**config.mk**
```make
export PLATFORM = sky130hd
export DESIGN_NAME = spi_reg_bridge
export DESIGN_NICKNAME = d
export VERILOG_FILES = /design/src/rtl/spi_reg_bridge.sv
export SDC_FILE = /design/constraint.sdc
export NUM_CORES = 1
export LEC_CHECK = 0
export CAP_MARGIN = 25
export CORE_UTILIZATION = 58
export DETAILED_ROUTE_END_ITERATION = 8
export DONT_BUFFER_PORTS = 1
export GPL_TIMING_DRIVEN = 0
export HOLD_SLACK_MARGIN = 0.12
export PLACE_DENSITY = 0.8
export SYNTH_ARGS = -nofsm -noshare
export SYNTH_HDL_FRONTEND = slang
export SYNTH_SLANG_ARGS = --single-unit
```
**constraint.sdc**
```tcl
create_clock -name clk -period 5.9 [get_ports clk]
set_input_delay 1.18 -clock clk [delete_from_list [all_inputs] [get_ports clk]]
set_output_delay 1.18 -clock clk [all_outputs]
set_load 0.01 [all_outputs]
```
**src/rtl/spi_reg_bridge.sv**
```systemverilog
// spi_reg_bridge: command/address/data protocol over spi_slave bytes onto a register file.
// Define SPI_REG_BRIDGE_AUTOINC_EN to advance the address after every data or dummy byte.
module spi_reg_bridge #(
    parameter int         NUM_REGS = 16,
    parameter logic [7:0] ID_BYTE  = 8'hA5
) (
    input  logic       clk,
    input  logic       reset,
    input  logic [7:0] data_rx,
    input  logic       rx_valid,
    output logic       rx_read,
    output logic [7:0] data_tx,
    output logic       tx_valid,
    input  logic       tx_ready,
    input  logic       cs_n,
    input  logic [6:0] usr_addr,
    output logic [7:0] usr_rdata,
    output logic       wr_strobe,
    output logic [6:0] wr_addr,
    output logic [7:0] wr_data,
    output logic       addr_err
);
    localparam logic [7:0] NR   = 8'(NUM_REGS);
    localparam logic [6:0] LAST = 7'(NUM_REGS - 1);
    typedef enum logic [2:0] {ID_LOAD, CMD, WRITE, RD_LOAD, RD_WAIT} state_t;
    state_t     state, state_n;
    logic       cs_meta, cs_sync, cs_prev, frame_start, frame_end, accept;
    logic [6:0] addr, addr_n, adv_addr, rd_a;
    logic       tx_valid_n, wr_n, err_n, rd_oor, wr_ok;
    logic [7:0] data_tx_n, rd_byte, rd_raw;
    logic [7:0] regs [NUM_REGS];
    assign frame_start = cs_prev & ~cs_sync;
    assign frame_end   = ~cs_prev & cs_sync;
    assign accept      = rx_valid & ~rx_read;
`ifdef SPI_REG_BRIDGE_AUTOINC_EN
    assign adv_addr = (addr == LAST) ? 7'd0 : addr + 7'd1;
`else
    assign adv_addr = addr;
`endif
    // Read data is prepared for the address the FSM is about to move to.
    assign rd_a    = (state == CMD) ? data_rx[6:0] : adv_addr;
    assign rd_oor  = {1'b0, rd_a} >= NR;
    assign rd_byte = rd_oor ? 8'hFF : rd_raw;
    assign wr_ok   = {1'b0, addr} < NR;
    always_comb begin
        usr_rdata = 8'h00;
        rd_raw    = 8'h00;
        for (int i = 0; i < NUM_REGS; i++) begin
            if (usr_addr == 7'(i)) usr_rdata = regs[i];
            if (rd_a == 7'(i)) rd_raw = regs[i];
        end
    end
    always_comb begin
        state_n    = state;
        addr_n     = addr;
        tx_valid_n = tx_valid;
        data_tx_n  = data_tx;
        wr_n       = 1'b0;
        err_n      = addr_err & ~frame_start;
        case (state)
            ID_LOAD: begin
                if (!tx_valid) begin
                    tx_valid_n = 1'b1;
                    data_tx_n  = ID_BYTE;
                end else if (tx_ready) begin
                    tx_valid_n = 1'b0;
                    state_n    = CMD;
                end
            end
            CMD: if (accept) begin
                addr_n  = data_rx[6:0];
                state_n = data_rx[7] ? RD_LOAD : WRITE;
                if (data_rx[7]) begin
                    tx_valid_n = 1'b1;
                    data_tx_n  = rd_byte;
                    err_n      = err_n | rd_oor;
                end
            end
            WRITE: if (accept) begin
                wr_n   = wr_ok;
                err_n  = err_n | ~wr_ok;
                addr_n = adv_addr;
            end
            RD_LOAD: if (tx_valid && tx_ready) begin
                tx_valid_n = 1'b0;
                state_n    = RD_WAIT;
            end
            RD_WAIT: if (accept) begin
                addr_n     = adv_addr;
                state_n    = RD_LOAD;
                tx_valid_n = 1'b1;
                data_tx_n  = rd_byte;
                err_n      = err_n | rd_oor;
            end
            default: state_n = ID_LOAD;
        endcase
        // Frame end overrides the handshake but never the byte just accepted.
        if (frame_end) begin
            state_n    = ID_LOAD;
            tx_valid_n = 1'b0;
        end
    end
    always_ff @(posedge clk or posedge reset) begin
        if (reset) begin
            cs_meta   <= 1'b1;
            cs_sync   <= 1'b1;
            cs_prev   <= 1'b1;
            state     <= ID_LOAD;
            addr      <= 7'd0;
            rx_read   <= 1'b0;
            tx_valid  <= 1'b0;
            data_tx   <= ID_BYTE;
            wr_strobe <= 1'b0;
            wr_addr   <= 7'd0;
            wr_data   <= 8'h00;
            addr_err  <= 1'b0;
        end else begin
            cs_meta   <= cs_n;
            cs_sync   <= cs_meta;
            cs_prev   <= cs_sync;
            state     <= state_n;
            addr      <= addr_n;
            rx_read   <= accept;
            tx_valid  <= tx_valid_n;
            data_tx   <= data_tx_n;
            wr_strobe <= wr_n;
            addr_err  <= err_n;
            if (wr_n) begin
                wr_addr <= addr;
                wr_data <= data_rx;
            end
        end
    end
    always_ff @(posedge clk or posedge reset) begin
        if (reset) begin
            for (int i = 0; i < NUM_REGS; i++) regs[i] <= 8'h00;
        end else if (wr_strobe) begin
            for (int i = 0; i < NUM_REGS; i++) if (wr_addr == 7'(i)) regs[i] <= wr_data;
        end
    end
endmodule
```
==> summary.txt <==
Finish
  • # nets final: slightly above 900
  • Post-route cell area: 0.01021 mm^2
  • Layout cells sized above 1: approximately a quarter
  • Diode count: 0
  • Final Core Density: 66.16%
  • Synthesis-to-layout area growth: 9.578%

STA
  • Final setup fails: 0
  • Slew headroom: 30.12%
  • Tcrit/Tclk final: between 80% and 90%
  • Period minus WS final: just over 5 ns
  • Fin. max-slew vios: 0
  • Smallest setup slack after layout: a little under 0.8 ns
  • Max Freq: ~200 MHz
  • Skew final: around 0.0078 ns
  • RSZ-0062 raised after global routing: no
  • Setup_tns: 0 ns
  • Fin. Hold Viols: 0
  • Worst-Margin Slew: between 1 and 1.5 ns

Place
  • GP Congestion: between 0.9 and 1
  • Area after DPL: around 0.0096 mm^2
  • Port bufs: 0
  • Post-detail-place hpwl: roughly 22 mm
  • Pre-CTS WS: about 0.99 ns

Critical path
  • FF-to-FF setup slack: 2.78 ns
  • Most Frequent Cell on Critical Path: buf_1
  • Critical Path RT: between 4 and 5 ns
  • Worst path max stage delay: a little under 0.8 ns
  • CP startpoint kind: input pin
  • CP Max Fanout: 10
  • Worst path bufs/invs: 3
  • Setup crit end kind: output pin
  • Top delay family on crit path: buffers and inverters
  • CP arrival: 3.93 ns
  • Crit Path Class: input pin to output pin
  • Slowest CP cell: buf_1
  • Critical-path cell list: buf_2, buf_1, buf_1, mux2i_1, nor2_1, o32ai_1, a31oi_1

Outcome
  • Outcome: finished clean

Clock network
  • Clock Sinks: roughly 170
  • Postcts setup bufs: 0
  • H-tree depth: 4
  • Longest Clk Path Bufs: 2
  • CTS tree: built
  • CTS buffer count: 17
  • Clock-pin transition on the worst setup and hold timing paths: 0.06 ns
  • Cts repair resizes: 0
  • Hold_buf cts: 0
  • CTS Root Cell: clkbuf_16
  • Clk_lat worst skew: 0.44 ns

Synth
  • Syn avg cell area: 10.68 um^2
  • Dominant synthesized flop cell: dfrtp_1
  • Syn nets: between 800 and 900
  • Post-Synthesis Cell Area: 0.009314 mm^2
  • FF+latch count, synth: around 170
  • Post-synth EDFFs: 0
  • Synth unique cells: 78
  • Fraction of registers with async set/reset: 100.0%
  • Yosys warns: 0
  • Cells after Synth: 872
  • Seq/Total Area, Yosys: between 40% and 50%

Routing
  • DR vias: between 8000 and 9000
  • Routed Antenna Nets: 0
  • Drt first pass iters: 7
  • Post-Route WL: around 30 mm
  • Routed len/inst: about 27 um
  • Initial DRC Count: roughly 1400
  • Detailed-route DRC error count: 0
  • Vias per cell: between 7 and 8

Floorplanning
  • Die H: between 100 and 150 um
  • Core Rows: between 40 and 50
  • Initial core utilization: around 60%
  • Die Span X: around 130 um
  • IO Pins: 55
  • Core area: between 0.015 and 0.02 mm^2
  • Die area: 0.01657 mm^2

GRT
  • Vias in the first global route: between 7000 and 8000
  • First-pass GRT wire length: roughly 45 mm
  • Initial antenna violation count: 0
  • Overall routing resource usage: 37.49%
  • Pin count of the biggest net entering global routing: 95
  • Total congestion overflow: 0

Power and ir drop
  • Power density over the cells: 359.1 mW/mm^2
  • Tot Pwr: around 0.0037 W
  • Peak supply drop: between 0.2 and 0.3 mV
  • Static leakage: 4.502 nW

Run
  • MaxCap Viol Count: 0

Worst hold path
  • Hold WC Path Type: flip-flop to flip-flop
[synthesized netlist by cell type (6+ instances only)]
library cell	instances	area, um^2
a31oi_1	17	106.4
nand3_1	25	125.1
o21ai_0	25	125.1
o221ai_1	8	70.07
clkbuf_1	30	112.6
dfrtp_1	161	4029
o22ai_1	29	181.4
buf_2	6	30.03
mux2_2	154	1734
mux2i_1	16	160.2
inv_1	12	45.04
dfstp_2	7	183.9
nor3_1	12	60.06
nor2_1	48	180.2
a211oi_1	7	52.55
nand2_1	94	352.8
nor4_1	6	37.54
and2_1	7	43.79
a21oi_1	50	250.2
nor2b_1	12	75.07
a22oi_1	26	195.2
[worst register-to-register path, cell delays in order, from the launching register on]
cell and delay (ns):
dfrtp_1 0.37, buf_6 0.14, or3b_1 0.37, buf_6 0.17
buf_2 0.19, nor4_1 0.47, a21o_1 0.41, nand2_2 0.22
a221o_1 0.34, nor3_1 0.22, a21oi_1 0.13
[sequential cells by signal, summed over array words and instances, names as in the netlist]
name       count
addr           7
addr_err       1
cs_meta        1
cs_prev        1
cs_sync        1
data_tx        8
regs         128
rx_read        1
state          3
tx_valid       1
wr_addr        7
wr_data        8
wr_strobe      1
[per-stage QoR]
stage	hold WS, ns	std cells
final	0.3683	1118
after global routing	0.3714	1118
after CTS	0.3706	1118
after detailed placement	0.3616	1086
after global placement	0.3456	1083
after floorplan	0.3452	872
[layout make-up]
type,instances,area (um^2)
Tap cell,211,264.0
Fill cell,1214,5221
Multi-Input combinational cell,646,4846
Buffer,45,206.4
Inverter,13,56.30
Clock inverter,11,123.9
Clock buffer,21,460.4
Timing Repair Buffer,3,36.28
Sequential cell,168,4213
[routing by layer]
metal / vias up / track usage (%) / part of all wire, %
met5: - / 0 / 0
met4: 0 / 18.89 / 5.2
met3: 133 / 10.31 / 12
met2: 640 / 54.63 / 43
met1: 3894 / 51.49 / 40
li1: 3344 / - / -
[path summary, 6_finish.rpt]
check                               end        start  depth (start not counted)
min in group asynchronous    wr_addr[5]        reset                          1
hold / removal                  cs_sync      cs_meta                          0
setup reg to reg             data_tx[5]     state[1]                         10
hold reg to reg                 cs_sync      cs_meta                          0
setup / recovery           usr_rdata[7]  usr_addr[0]                          7
max in group asynchronous    data_tx[2]        reset                          2
[cell usage in the layout, fill, tap and decap left out, types with 6 or more instances in the layout]
master and count:
mux2_2 154, a211oi_1 7, o221ai_1 8, nor2b_1 12
nand2_1 94, dfrtp_1 161, a22oi_1 26, buf_2 7
clkbuf_16 17, dfstp_2 7, a21oi_1 50, nor2_1 48
inv_1 11, o21ai_0 25, clkbuf_1 32, o22ai_1 29
a31oi_1 17, mux2i_1 16, and2_1 7, nand3_1 25
nor4_1 6, nor3_1 12
[report_power, final]
part           switching [W]  internal, W
clock network       0.000477     0.000646
registers           0.000214      0.00127
logic               0.000711     0.000343
total                0.00140      0.00226
[cells by family after synthesis]
| kind of cell | share of synthesized area [%] |
|---|---|
| buf+inv | 2.740 |
| compound gates | 16.79 |
| flops | 45.23 |
| mux | 22.10 |
| simple gates | 13.14 |
(Power assumes the default switching activity.)
